### config.mk
export PLATFORM = sky130hd
export DESIGN_NAME = execute_norm_flat
export DESIGN_NICKNAME = d
export VERILOG_FILES = /design/src/rtl/execute_norm_if.sv /design/src/rtl/execute_norm.sv /design/src/flat_wrapper.sv
export SDC_FILE = /design/constraint.sdc
export NUM_CORES = 1
export LEC_CHECK = 0
export BUFFER_PORTS_ARGS = -buffer_cell sky130_fd_sc_hd__buf_2
export CAP_MARGIN = 20
export CORE_MARGIN = 1
export CORE_UTILIZATION = 56
export CTS_CLUSTER_DIAMETER = 50
export DETAILED_ROUTE_END_ITERATION = 7
export PLACE_DENSITY = 0.85
export SYNTH_ARGS = -nofsm -noshare
export SYNTH_HDL_FRONTEND = slang
export SYNTH_SLANG_ARGS = --single-unit
### constraint.sdc
create_clock -name clk -period 5.5 [get_ports clk]
set_input_delay 0.55 -clock clk [delete_from_list [all_inputs] [get_ports clk]]
set_output_delay 0.55 -clock clk [all_outputs]
set_load 0.005 [all_outputs]
### src/rtl/execute_norm_if.sv
// Operand/result handshake bundle for execute_norm.
// The master side drives operands and consumes results. The slave side is the normaliser.
interface execute_norm_if;
   logic        in_valid;
   logic        in_ready;
   logic [31:0] in_value;
   logic        out_valid;
   logic        out_ready;
   logic [31:0] out_value;
   logic [5:0]  out_count;
   logic        out_zero;

   modport master (
      output in_valid,
      output in_value,
      output out_ready,
      input  in_ready,
      input  out_valid,
      input  out_value,
      input  out_count,
      input  out_zero
   );

   modport slave (
      input  in_valid,
      input  in_value,
      input  out_ready,
      output in_ready,
      output out_valid,
      output out_value,
      output out_count,
      output out_zero
   );
endinterface

### src/rtl/execute_norm.sv
// Multi-cycle leading-zero normaliser: shifts an accepted operand left in 8/4/1-bit
// steps until bit 31 is set, and reports the shift distance and a zero flag.
module execute_norm (
   input  logic          clk,
   input  logic          reset,
   execute_norm_if.slave bus
);

   typedef enum logic [1:0] {
      IDLE  = 2'd0,
      SHIFT = 2'd1,
      DONE  = 2'd2
   } state_t;

   state_t      state_r;
   state_t      state_nxt_s;
   logic [31:0] value_r;
   logic [5:0]  count_r;
   logic        zero_r;
   logic        in_ready_s;
   logic        out_valid_s;
   logic        step_done_s;

   // SHIFT is finished once the value is zero or already normalised
   always_comb begin
      step_done_s = 1'b0;
      if ((value_r == 32'd0) || value_r[31]) begin
         step_done_s = 1'b1;
      end else begin
         step_done_s = 1'b0;
      end
   end

   // state register
   always_ff @(posedge clk or negedge reset) begin
      if (!reset) begin
         state_r <= IDLE;
      end else begin
         state_r <= state_nxt_s;
      end
   end

   // next-state logic
   always_comb begin
      state_nxt_s = state_r;
      case (state_r)
         IDLE: begin
            if (bus.in_valid) begin
               state_nxt_s = SHIFT;
            end else begin
               state_nxt_s = IDLE;
            end
         end
         SHIFT: begin
            if (step_done_s) begin
               state_nxt_s = DONE;
            end else begin
               state_nxt_s = SHIFT;
            end
         end
         DONE: begin
            if (bus.out_ready) begin
               state_nxt_s = IDLE;
            end else begin
               state_nxt_s = DONE;
            end
         end
         default: begin
            state_nxt_s = IDLE;
         end
      endcase
   end

   // handshake decode, driven from the state register only
   always_comb begin
      in_ready_s  = 1'b0;
      out_valid_s = 1'b0;
      case (state_r)
         IDLE: begin
            in_ready_s  = 1'b1;
            out_valid_s = 1'b0;
         end
         SHIFT: begin
            in_ready_s  = 1'b0;
            out_valid_s = 1'b0;
         end
         DONE: begin
            in_ready_s  = 1'b0;
            out_valid_s = 1'b1;
         end
         default: begin
            in_ready_s  = 1'b0;
            out_valid_s = 1'b0;
         end
      endcase
   end

   // operand capture and coarse-to-fine shift steps; the result holds in DONE
   always_ff @(posedge clk or negedge reset) begin
      if (!reset) begin
         value_r <= 32'd0;
         count_r <= 6'd0;
         zero_r  <= 1'b0;
      end else begin
         case (state_r)
            IDLE: begin
               if (bus.in_valid) begin
                  value_r <= bus.in_value;
                  count_r <= 6'd0;
                  zero_r  <= 1'b0;
               end
            end
            SHIFT: begin
               if (value_r == 32'd0) begin
                  count_r <= 6'd32;
                  zero_r  <= 1'b1;
               end else if (value_r[31]) begin
                  value_r <= value_r;
               end else if (value_r[31:24] == 8'd0) begin
                  value_r <= {value_r[23:0], 8'd0};
                  count_r <= count_r + 6'd8;
               end else if (value_r[31:28] == 4'd0) begin
                  value_r <= {value_r[27:0], 4'd0};
                  count_r <= count_r + 6'd4;
               end else begin
                  value_r <= {value_r[30:0], 1'b0};
                  count_r <= count_r + 6'd1;
               end
            end
            default: begin
               value_r <= value_r;
            end
         endcase
      end
   end

   assign bus.in_ready  = in_ready_s;
   assign bus.out_valid = out_valid_s;
   assign bus.out_value = value_r;
   assign bus.out_count = count_r;
   assign bus.out_zero  = zero_r;

endmodule

### src/flat_wrapper.sv
// flat-port wrapper written by rule: the top's interface ports become plain ports
module execute_norm_flat 
  (clk, reset, bus_in_valid, bus_in_value, bus_out_ready, bus_in_ready, bus_out_valid, bus_out_value, bus_out_count, bus_out_zero);
  execute_norm_if bus_i ();
  input  logic clk;
  input  logic reset;
  input wire logic [$bits(bus_i.in_valid)-1:0] bus_in_valid;
  input wire logic [$bits(bus_i.in_value)-1:0] bus_in_value;
  input wire logic [$bits(bus_i.out_ready)-1:0] bus_out_ready;
  output wire logic [$bits(bus_i.in_ready)-1:0] bus_in_ready;
  output wire logic [$bits(bus_i.out_valid)-1:0] bus_out_valid;
  output wire logic [$bits(bus_i.out_value)-1:0] bus_out_value;
  output wire logic [$bits(bus_i.out_count)-1:0] bus_out_count;
  output wire logic [$bits(bus_i.out_zero)-1:0] bus_out_zero;
  assign bus_i.in_valid = bus_in_valid;
  assign bus_i.in_value = bus_in_value;
  assign bus_i.out_ready = bus_out_ready;
  assign bus_in_ready = bus_i.in_ready;
  assign bus_out_valid = bus_i.out_valid;
  assign bus_out_value = bus_i.out_value;
  assign bus_out_count = bus_i.out_count;
  assign bus_out_zero = bus_i.out_zero;
  execute_norm u_core (.clk(clk), .reset(reset), .bus(bus_i));
endmodule
# Yosys cells after proc, flatten, opt, wreduce, memory -nomap -nowiden

Index checks and enable logic that the tools add are counted.

Logic and storage cells: 47
Register bits: 41

Add/subtract/negate cells: 3
Reductions and logical operators: 10
Mux-type cells: 22
Equality and inequality tests: 7

Operators by type and width:

| operator              | number |
|---|---|
| $mux W32              | 5 |
| $pmux W32 S2          | 1 |
| $logic_not A32 Y1     | 1 |
| $mux W6               | 5 |
| $pmux W6 S2           | 1 |
| $reduce_and A3 Y1     | 3 |
| $logic_not A8 Y1      | 1 |
| $add A6 B1 Y6 const B | 1 |
| $add A6 B3 Y6 const B | 1 |
| $add A6 B4 Y6 const B | 1 |
| $mux W1               | 6 |
| $ne A2 B2 Y1 const B  | 3 |
| $pmux W2 S3           | 1 |
| $logic_not A4 Y1      | 1 |
| $mux W2               | 2 |
| $reduce_and A4 Y1     | 1 |
| $ne A3 B3 Y1 const B  | 1 |
| $eq A2 B1 Y1 const B  | 1 |
| $eq A2 B2 Y1 const B  | 1 |
| $logic_not A2 Y1      | 1 |
| $ne A2 B1 Y1 const B  | 1 |
| $pmux W1 S2           | 1 |
| $reduce_bool A2 Y1    | 1 |
| $logic_or A1 B1 Y1    | 1 |

# Logic depth before layout (Yosys ltp)

Gate-level depths: netlist of run 1.

Word-level depth: 6
Mapped depth: 7
Gate-level depth less buffers: 5

# Worst setup path before layout of run 1

Ideal clock, no wire load.

Kind: flip-flop to flip-flop
From: register u_core.value_r[28] (netlist: u_core.bus.out_value[28])
To: register u_core.value_r[10] (netlist: u_core.bus.out_value[10])
Arrival time: 1.964 ns
Period minus slack after synthesis: 2.092 ns
Path slack: 3.408 ns
Stages on the path, launching flop included: 7
Buffers on the path: 1
Cells stage by stage: dfrtp_1 > nor4_4 > nand2_2 > nor3_4 > o21ai_2 > buf_2 > mux2_1

Cells in the longest elaborated chain, start to end: 6
Elaborated cells between the ends (all ways): 10

Ends and longest elaborated chain:

| what                   | line                | text |
|---|---|---|
| from (decl)            | execute_norm.sv:17  | `logic [31:0] value_r;` |
| from (signal assigned) | execute_norm.sv:108 | `value_r <= bus.in_value;` |
| from (signal assigned) | execute_norm.sv:118 | `value_r <= value_r;` |
| from (signal assigned) | execute_norm.sv:120 | `value_r <= {value_r[23:0], 8'd0};` |
| $logic_not A4 Y1       | execute_norm.sv:122 | `end else if (value_r[31:28] == 4'd0) begin` |
| $mux W32               | execute_norm.sv:122 |  |
| $mux W32               | execute_norm.sv:119 | `end else if (value_r[31:24] == 8'd0) begin` |
| $mux W32               | execute_norm.sv:117 | `end else if (value_r[31]) begin` |
| $mux W32               | execute_norm.sv:114 | `if (value_r == 32'd0) begin` |
| $pmux W32 S2           | execute_norm.sv:105 | `case (state_r)` |

Parallel ways exist; a longest one is shown, timed or not. The select of a mux whose other input is x is not followed.
A chain may end at the register's enable or synchronous reset.

# Worst setup path after layout of run 1

From: register u_core.value_r[24] (netlist: u_core.bus.out_value[24])
To: register u_core.value_r[3] (netlist: u_core.bus.out_value[3])

Cells in the longest elaborated chain, start to end: 5
Elaborated cells between the ends (all ways): 8

Ends and longest elaborated chain:

| what             | line |
|---|---|
| $logic_not A8 Y1 | execute_norm.sv:119 |
| $mux W32         | execute_norm.sv:119 |
| $mux W32         | execute_norm.sv:117 |
| $mux W32         | execute_norm.sv:114 |
| $pmux W32 S2     | execute_norm.sv:105 |

Parallel ways exist; a longest one is shown, timed or not. The select of a mux whose other input is x is not followed.

==> results of run 1 <==
stage by stage:
stage               util [%]  area (sq um)
floorplan                  -          2650
global placement        68.6          3050
detailed placement      68.6          3050
CTS                     70.4          3130
global route            70.4          3130
finish                  70.4          3130
registers in the layout, summed over array words and instances (netlist names):
| register | count |
|---|---|
| u_core.bus.out_count | 6 |
| u_core.bus.out_value | 32 |
| u_core.bus.out_zero | 1 |
| u_core.state_r | 2 |
Yosys cell counts (2+ instances only):
master	count	area, sq um
buf_2	3	15.0
a21oi_1	5	25.0
dfrtp_1	41	1030
a22o_1	21	184
o21a_1	2	15.0
nor2_1	29	109
nand2b_1	5	31.3
nand3_1	3	15.0
ha_1	3	37.5
nor2b_1	3	18.8
a222oi_1	4	40.0
a211oi_1	2	15.0
mux2_1	24	270
and2_1	2	12.5
o22ai_1	3	18.8
clkbuf_1	16	60.1
o221ai_1	2	17.5
a31oi_1	17	106
mux2i_1	9	90.1
o41ai_1	2	17.5
inv_1	7	26.3
nor4_1	6	37.5
nand2_1	51	191
mux2_2	4	45.0
o21ai_0	17	85.1
or4_1	2	15.0
report_power, final:
group | total (mW) | internal, mW | switching, mW
combinational | 0.891 | 0.422 | 0.469
sequential | 0.675 | 0.435 | 0.241
clock | 0.197 | 0.0904 | 0.106
total | 1.76 | 0.947 | 0.815
how the worst min path moves through the flow:
stage | start | to | slack [ns]
after floorplan | reset | u_core.bus.out_count[0] | 0.25
after global placement | u_core.bus.out_zero | u_core.bus.out_zero | 0.46
after detailed placement | u_core.bus.out_zero | u_core.bus.out_zero | 0.47
after CTS | reset | u_core.bus.out_count[5] | 0.42
after global routing | bus_out_ready | u_core.state_r[1] | 0.45
final | reset | u_core.bus.out_count[4] | 0.38
layer usage:
metal	track usage [%]	part of all wire (%)	vias up
met5	0	0	-
met1	42.2	44	1212
li1	-	-	1219
met3	4.99	8.4	5
met4	7.56	0.84	0
met2	50.6	47	139
logic make-up (layout without fill, tap and decap cells):
logic type,count (synthesis),after routing
multiplexers,37,37
AO/OA/AOI/OAI,79,79
adder cells (fa/ha/maj),3,3
flip-flops,41,41
buffers and inverters,27,95
AND/OR/NAND/NOR,109,109
critical path: cells and delay by family, from the launching register on:
kind | cells | cell delay, ns
compound gates | 1 | 0.10
flops | 1 | 0.45
simple gates | 3 | 1.66
buf+inv | 1 | 0.28
mux | 1 | 0.37
cell type report:
type	instances	area, sq um	share of cell area [%]
Clock buffer	8	80.1	2.56
Inverter	7	26.3	0.839
Multi-Input combinational cell	228	1520	48.6
Sequential cell	41	1030	32.8
Tap cell	52	65.1	2.08
Timing Repair Buffer	80	410	13.1
==> results by group, run 1 <==
Status
  – Status: finished clean

Route
  – Initial DRC Count: around 290
  – # DRC: 0
  – Initial DRT Pass Iterations: 8
  – Avg WL per Cell: about 17 microns
  – Final WL: approximately 7000 microns
  – Routed Antenna Nets: 0
  – DR vias: about 2,600
  – Vias per cell: 6.19

Timing
  – RSZ-0062 raised after global routing: no
  – Fmax: approximately 0.33 GHz
  – Final Critical Period: 3.00 ns
  – Slew margin rel.: 27.8%
  – Final worst slack: between 2 and 2.5 ns
  – Final Skew: approximately 0.0076 ns
  – Final TNS setup: 0 ns
  – Tightest Pin Transition: ~1.1 ns
  – Worst hold margin: approximately 0.38 ns
  – Fin. Hold Viols: 0
  – Final period util: 54.6%
  – Max-slew violation count: 0
  – Final setup viols: 0

Pwr
  – PD cells: roughly 560 nW/um^2
  – Tot Pwr: between 1.5 and 2 mW
  – Leakage: around 1.5 nW
  – Maximum vdd drop: between 200 and 300 uV

Logic synthesis
  – Post-synthesis cell area: 2650 sq um
  – Simple-gate share of the synthesized area: 19.3%
  – Complex-gate fraction of the synthesized area: approximately a fifth
  – Synth Warn #: 0
  – Synthesized flop and latch total: 41
  – Main synth FF type: dfrtp_1
  – Syn Area/Cell: between 8 and 9 sq um
  – Cell count after synthesis: slightly below 300
  – Register area share after synthesis: about two fifths
  – Main combinational cell family by area after synthesis: compound AO/OA/AOI/OAI gates
  – Asr flop ratio synth: 100%
  – XOR/XNOR Fraction of Synth Area: 0%
  – Post-synth EDFFs: 0
  – Synth cell types: 39
  – Post-Synth Adder-Cell Area: under 10%
  – Mux contribution to synthesized area: between 10% and 20%
  – Syn nets: 335

Clocking
  – Number of buffers created by CTS: 5
  – H-tree depth: 2
  – Clk sinks: slightly above 40
  – Clock root cell: clkbuf_8
  – Cts hold-fix bufs: 0
  – Max clock buf depth: 2
  – Post-CTS Resized: 0
  – Clk_lat worst skew: around 0.3 ns
  – CTS tree: done
  – Post-CTS setup buffers: 0
  – Clk slew on worst S/H paths: 0.08 ns

Placement
  – Place WS: 2.57 ns
  – Placer Congestion: just under 0.9
  – HPWL after DPL: around 4800 microns
  – Dpl cells: 408
  – Buffers on Ports: 76

Critical path
  – Crit path max fanout: 32
  – Reg2Reg Setup Slack: between 2 and 2.5 ns
  – Setup crit end kind: flop
  – Arrival time at the worst endpoint: 3.18 ns
  – Reg-to-Reg End: u_core.bus.out_value[3]
  – Crit path launch: u_core.bus.out_value[24]
  – Critical Path RT: 5.67 ns
  – Critical path, cell by cell: nor4_4 -> nand2_2 -> nor3_4 -> o21ai_2 -> buf_4 -> mux2_1
  – Reg2reg path depth: 6
  – Setup crit end: u_core.bus.out_value[3]
  – WS Path Type: flop to flop
  – CP peak stage delay: 0.96 ns
  – Worst r2r src: u_core.bus.out_value[24]
  – Worst Setup Start Kind: flop
  – Crit-path slowest cell: nor4_4

Floorplanning
  – Die area: ~5000 sq um
  – CORE AREA: between 4000 and 5000 sq um
  – Starting Density: about three fifths
  – Die width: roughly 70 microns
  – Site row count: 24
  – Top Ports: 77
  – Die Y: about 71 microns

Cells and area
  – Commonest cells after routing, fill and taps aside: buf_2 (76), nand2_1 (51), dfrtp_1 (41)
  – Area growth, synth to finish: 18.2%
  – Layout cell share with drive strength beyond 1: 26.1%
  – Most common cell after layout, fill and taps aside: buf_2
  – Post-layout nets: 402
  – Post-route insts no fill: roughly 420
  – Ant. Diodes: 0
  – FILL cells: 374

Global routing
  – Vias in the first global route: ~2,400
  – Pin count of the biggest net entering global routing: between 40 and 50
  – Global-route wire length before repair: between 10,000 and 15,000 microns
  – Initial antenna violation count: 0
  – Global-route usage over all layers: between 30% and 40%
  – Gr ovfl total: 0

Min path
  – Worst hold path type: input port to asynchronous set/reset pin

Flow run
  – MaxCap Viol Count: 0
No activity file was read; power rests on OpenSTA's default activity.
==> inputs of run 2 (changes only) <==
Settings changed: CORE_UTILIZATION 56 to 47, PLACE_DENSITY 0.85 to 0.76.
Clock period 5.5 ns to 2.6 ns, I/O delays scaled along.
==> run 2 against run 1 <==
  * The flow now finishes with violations (DRC)
  * Worst hold slack worse by 0.28 ns
  * Combinational power is 120% higher
  * Sequential cell count stayed put
  * Final cell count is 6.0% higher
  * Highest routed layer unchanged
  * Largest power group unchanged
  * Total power is 120% higher
  * Wire length is 4.2% higher
  * Sequential share of layout area is 1.1 points lower
  * Critical path type unchanged
  * Maximum frequency is 31% higher
  * Critical endpoint is now u_core.bus.out_count[4]
  * Via count is 2.4% higher
  * Clock-buffer cell count is 1 lower
==> results by group, run 2 (synthesis results as in run 1) <==
Floorplanning
  – Die area: 5940 sq um (+19%)
  – Die width: 77.1 microns (+8.9%)
  – CORE AREA: 5270 sq um (+19%)
  – Starting Density: 50.3% (-9.3 points)
  – Top Ports: 77 (unchanged)
  – Die Y: 77.1 microns (+8.9%)
  – Site row count: 26 (+8.3%)

Pwr
  – PD cells: 1210 nW/um^2 (+120%)
  – Tot Pwr: 3.93 mW (+120%)
  – Maximum vdd drop: 623 uV (+130%)
  – Leakage: 1.56 nW (+3.6%)

Route
  – Vias per cell: 5.98 (-3.4%)
  – Final WL: 7460 microns (+4.2%)
  – Initial DRC Count: 287 (+0.70%)
  – DR vias: 2,638 (+2.4%)
  – Routed Antenna Nets: 0 (unchanged)
  – Avg WL per Cell: 16.9 microns (-1.7%)
  – # DRC: 3 (+3)
  – Initial DRT Pass Iterations: 8 (unchanged)

Timing
  – Final Critical Period: 2.30 ns (-0.702 ns)
  – Final TNS setup: 0 ns (unchanged)
  – Max-slew violation count: 0 (unchanged)
  – Fin. Hold Viols: 0 (unchanged)
  – Slew margin rel.: 36.2% (+8.4 points)
  – RSZ-0062 raised after global routing: no
  – Final period util: 88.5% (+34 points)
  – Final setup viols: 0 (unchanged)
  – Final Skew: 0.00801 ns (+0.000363 ns)
  – Tightest Pin Transition: 0.957 ns (-0.119 ns)
  – Fmax: 0.435 GHz (+31%)

Global routing
  – Global-route wire length before repair: 12,600 microns (+4.1%)
  – Gr ovfl total: 0 (unchanged)
  – Vias in the first global route: 2,492 (+3.7%)
  – Pin count of the biggest net entering global routing: 44 (-2.2%)
  – Global-route usage over all layers: 26.5% (-4.1 points)
  – Initial antenna violation count: 0 (unchanged)

Clocking
  – H-tree depth: 2 (unchanged)
  – Cts hold-fix bufs: 0 (unchanged)
  – Max clock buf depth: 2 (unchanged)
  – Clk slew on worst S/H paths: 0.09 ns (about the same)
  – CTS tree: done
  – Clock root cell: clkbuf_8
  – Post-CTS setup buffers: 0 (unchanged)
  – Clk_lat worst skew: 0.30 ns (about the same)
  – Clk sinks: 41 (unchanged)
  – Post-CTS Resized: 0 (unchanged)
  – Number of buffers created by CTS: 5 (unchanged)

Cells and area
  – Layout cell share with drive strength beyond 1: 28.0% (+1.9 points)
  – Area growth, synth to finish: 22.4%
  – Commonest cells after routing, fill and taps aside: buf_2 (76), nand2_1 (51), dfrtp_1 (41)
  – Post-layout nets: 409 (+1.7%)
  – Largest register FFs: 32 (unchanged)
  – Ant. Diodes: 0 (unchanged)
  – FILL cells: 494 (+32%)
  – Most common cell after layout, fill and taps aside: buf_2

Placement
  – Buffers on Ports: 76 (unchanged)
  – HPWL after DPL: 5120 microns (+6.5%)
  – Placer Congestion: 0.890 (+1.2%)

Critical path
  – Critical Path RT: 2.79 ns (-2.88 ns)
  – Worst Setup Start Kind: flop
  – Arrival time at the worst endpoint: 2.49 ns (-0.69 ns)
  – Most used cell, CP: nor2_1
  – Setup crit end kind: flop
  – Critical path, cell by cell: or4_1 -> nor2_1 -> o22a_1 -> nor2_1 -> o41ai_1
  – Cell family with most CP delay: simple AND/OR/NAND/NOR gates
  – Crit-path slowest cell: or4_1
  – CP peak stage delay: 0.89 ns (-0.07 ns)
  – Worst path bufs/invs: 0 (-1)
  – WS Path Type: flop to flop
  – Crit path max fanout: 19 (-41%)

Min path
  – Worst hold path type: input port to asynchronous set/reset pin

Status
  – Status: complete, but fails checks
  – Failing checks: DRC

Flow run
  – MaxCap Viol Count: 0 (unchanged)
[run 2: stage by stage]
step	hold WS (ns)	utilization [%]	instance area, sq um	setup slack (ns)	std cells
after detailed placement	0.459	59.3	3130	0.351	433
final	0.0942	61.5	3240	0.299	441
after CTS	0.138	61.5	3240	0.327	441
after global routing	0.145	61.5	3240	0.192	441
after global placement	0.454	59.3	3130	0.435	433
after floorplan	-0.0356	-	2650	0.508	296
[run 2: per-layer routing]
metal  global-route usage [%]  share of wire, %  up-vias
met1                     38.2                46     1269
met3                     5.00               7.1        8
li1                         -                 -     1235
met2                     41.3                46      126
met5                        0                 0        -
met4                     5.66              0.71        0
[run 2: worst paths after layout]
check	slack, ns	depth (start not counted)	startpoint	endpoint
hold reg to reg	0.49	2	u_core.bus.out_zero	u_core.bus.out_zero
setup reg to reg	0.30	5	u_core.bus.out_value[24]	u_core.bus.out_count[4]
hold / removal	0.09	1	reset	u_core.bus.out_zero
setup / recovery	0.30	5	u_core.bus.out_value[24]	u_core.bus.out_count[4]
min in group clk	0.14	2	bus_out_ready	u_core.state_r[1]
max in group asynchronous	1.89	1	reset	u_core.bus.out_value[15]
[run 2: layout make-up]
type / count / area (sq um) / area share, %
multi-input cells: 228 / 1520 / 47.0
flip-flops and latches: 41 / 1030 / 31.6
repair buffers: 87 / 463 / 14.3
well taps: 70 / 87.6 / 2.70
clock buffers: 7 / 86.3 / 2.66
clock inverters: 1 / 30.0 / 0.926
inverters: 7 / 26.3 / 0.810
[run 2: power breakdown]
group	total (mW)	switching, mW	internal (mW)
Sequential	1.41	0.491	0.919
Clock	0.549	0.236	0.314
Combinational	1.97	1.03	0.942
==> inputs of run 3 (changes only) <==
Settings changed: BUFFER_PORTS_ARGS -buffer_cell sky130_fd_sc_hd__buf_2 to unset, CORE_UTILIZATION 47 to 57, DONT_BUFFER_PORTS set to 1, PLACE_DENSITY 0.76 to 0.75.
==> run 3 against run 2 <==
  * Clock-buffer cell count stayed put
  * Sequential power increased by 5%
  * The run now ends clean
  * Global-route usage is 3.4 points higher
  * Largest power group unchanged
  * Non-clock buffer count fell by 76
  * Wire length is 6.4% lower
==> results by group, run 3 (synthesis results as in run 1) <==
Pwr
  – Maximum vdd drop: 552 uV (-11%)
  – PD cells: 1260 nW/um^2 (+3.5%)
  – Tot Pwr: 3.56 mW (-9.4%)
  – Leakage: 1.23 nW (-21%)

Route
  – Initial DRT Pass Iterations: 6 (-2)
  – DR vias: 2,331 (-12%)
  – Vias per cell: 6.74 (+13%)
  – Routed Antenna Nets: 0 (unchanged)
  – # DRC: 0 (-3)
  – Final WL: 6990 microns (-6.4%)
  – Initial DRC Count: 188 (-34%)
  – Avg WL per Cell: 20.2 microns (+19%)

Timing
  – RSZ-0062 raised after global routing: no
  – Final Skew: 0.0126 ns (+0.00461 ns)
  – Final TNS setup: 0 ns (unchanged)
  – Slew margin rel.: 56.2% (+20 points)
  – Final setup viols: 0 (unchanged)
  – Worst hold margin: 0.0717 ns (-0.0225 ns)
  – Fmax: 0.412 GHz (-5.2%)
  – Max-slew violation count: 0 (unchanged)
  – Fin. Hold Viols: 0 (unchanged)
  – Final period util: 93.3% (+4.8 points)
  – Final Critical Period: 2.43 ns (+0.125 ns)
  – Tightest Pin Transition: 0.656 ns (-0.300 ns)

Clocking
  – Clk slew on worst S/H paths: 0.08 ns (about the same)
  – H-tree depth: 2 (unchanged)
  – Max clock buf depth: 2 (unchanged)
  – Clk_lat worst skew: 0.30 ns (about the same)
  – Clk sinks: 41 (unchanged)
  – CTS tree: done
  – Post-CTS setup buffers: 0 (unchanged)
  – Clock root cell: clkbuf_8
  – Number of buffers created by CTS: 5 (unchanged)

Cells and area
  – Post-layout nets: 333 (-19%)
  – Layout cell share with drive strength beyond 1: 8.84% (-19 points)
  – Ant. Diodes: 0 (unchanged)
  – Area growth, synth to finish: 7.09%
  – Largest register FFs: 32 (unchanged)
  – Most common cell after layout, fill and taps aside: nand2_1
  – FILL cells: 365 (-26%)
  – Register Area: 1030 sq um (unchanged)
  – Commonest cells after routing, fill and taps aside: nand2_1 (51), dfrtp_1 (41), nor2_1 (29)
  – Area of the multi-input gates: 1520 sq um (unchanged)

Floorplanning
  – Top Ports: 77 (unchanged)
  – Site row count: 24 (-7.7%)
  – CORE AREA: 4410 sq um (-16%)
  – Die Y: 70.2 microns (-9.0%)
  – Die area: 4920 sq um (-17%)
  – Starting Density: 60.0% (+9.7 points)
  – Die width: 70.2 microns (-9.0%)

Critical path
  – WS Path Type: flop to flop
  – Arrival time at the worst endpoint: 2.61 ns (+0.12 ns)
  – Crit path max fanout: 19 (unchanged)
  – Critical Path RT: 2.78 ns (about the same)
  – Worst Setup Start Kind: flop
  – Setup crit end kind: flop

Placement
  – Placer Congestion: 0.835 (-6.2%)
  – Buffers on Ports: 0 (-100%)
  – HPWL after DPL: 4760 microns (-6.9%)

Global routing
  – Initial antenna violation count: 0 (unchanged)
  – Pin count of the biggest net entering global routing: 44 (unchanged)
  – Global-route wire length before repair: 11,600 microns (-8.2%)
  – Gr ovfl total: 0 (unchanged)
  – Global-route usage over all layers: 29.9% (+3.4 points)
  – Vias in the first global route: 2,258 (-9.4%)

Flow run
  – MaxCap Viol Count: 0 (unchanged)

Status
  – Status: finished clean

Min path
  – Worst hold path type: input port to flop
## run 3: cell types whose count changed in the layout (fill, tap and decap cells not counted), sizes merged
cell         previous run  this run
bufinv                  1         0
buf                    87        10
dlygate4sd3             0         1
## run 3: worst max-delay path: stages, from the launching register on
cell	delay [ns]
dfrtp_1	0.47
or4_1	0.89
nor2_1	0.42
o22a_1	0.21
nor2_1	0.04
o41ai_1	0.28
## run 3: stage by stage
stage               cell area, sq um  cells  util [%]  setup slack (ns)
global route                    2840    346      64.3             0.121
global placement                2720    337      61.6             0.366
finish                          2840    346      64.3             0.174
detailed placement              2720    337      61.6             0.220
floorplan                       2650    296         -             0.508
CTS                             2840    346      64.3             0.209
## run 3: layout make-up
| type | count | area share [%] |
|---|---|---|
| Tap cell | 52 | 2.29 |
| Inverter | 7 | 0.926 |
| Multi-Input combinational cell | 228 | 53.7 |
| Clock buffer | 7 | 3.04 |
| Sequential cell | 41 | 36.2 |
| Timing Repair Buffer | 11 | 3.88 |
## run 3: timing repair
item,CTS,global route
hold endpoints to repair,41,0
hold buffers,2,0
resized for setup,0,0
## run 3: routing by layer
layer  share of wire [%]  global-route usage, %
met5                   0                      0
met3                 9.0                   8.51
met4                 1.7                   10.0
met2                  47                   46.7
met1                  42                   40.0
## run 3: where the power goes
part / internal, mW / switching, mW / leakage, nW
combinational: 0.762 / 0.881 / 0.679
clock: 0.211 / 0.224 / 0.0443
sequential: 0.918 / 0.564 / 0.512
## run 3: worst paths after layout
kind | startpoint | to | slack (ns) | cells after the start
worst min-delay path | bus_out_ready | u_core.state_r[1] | 0.07 | 1
max in group asynchronous | reset | u_core.state_r[0] | 1.97 | 2
worst min register to register | u_core.bus.out_zero | u_core.bus.out_zero | 0.51 | 2
worst max register to register | u_core.bus.out_value[24] | u_core.bus.out_count[4] | 0.17 | 5
worst max-delay path | u_core.bus.out_value[24] | u_core.bus.out_count[4] | 0.17 | 5
min in group asynchronous | reset | u_core.bus.out_value[15] | 0.43 | 2
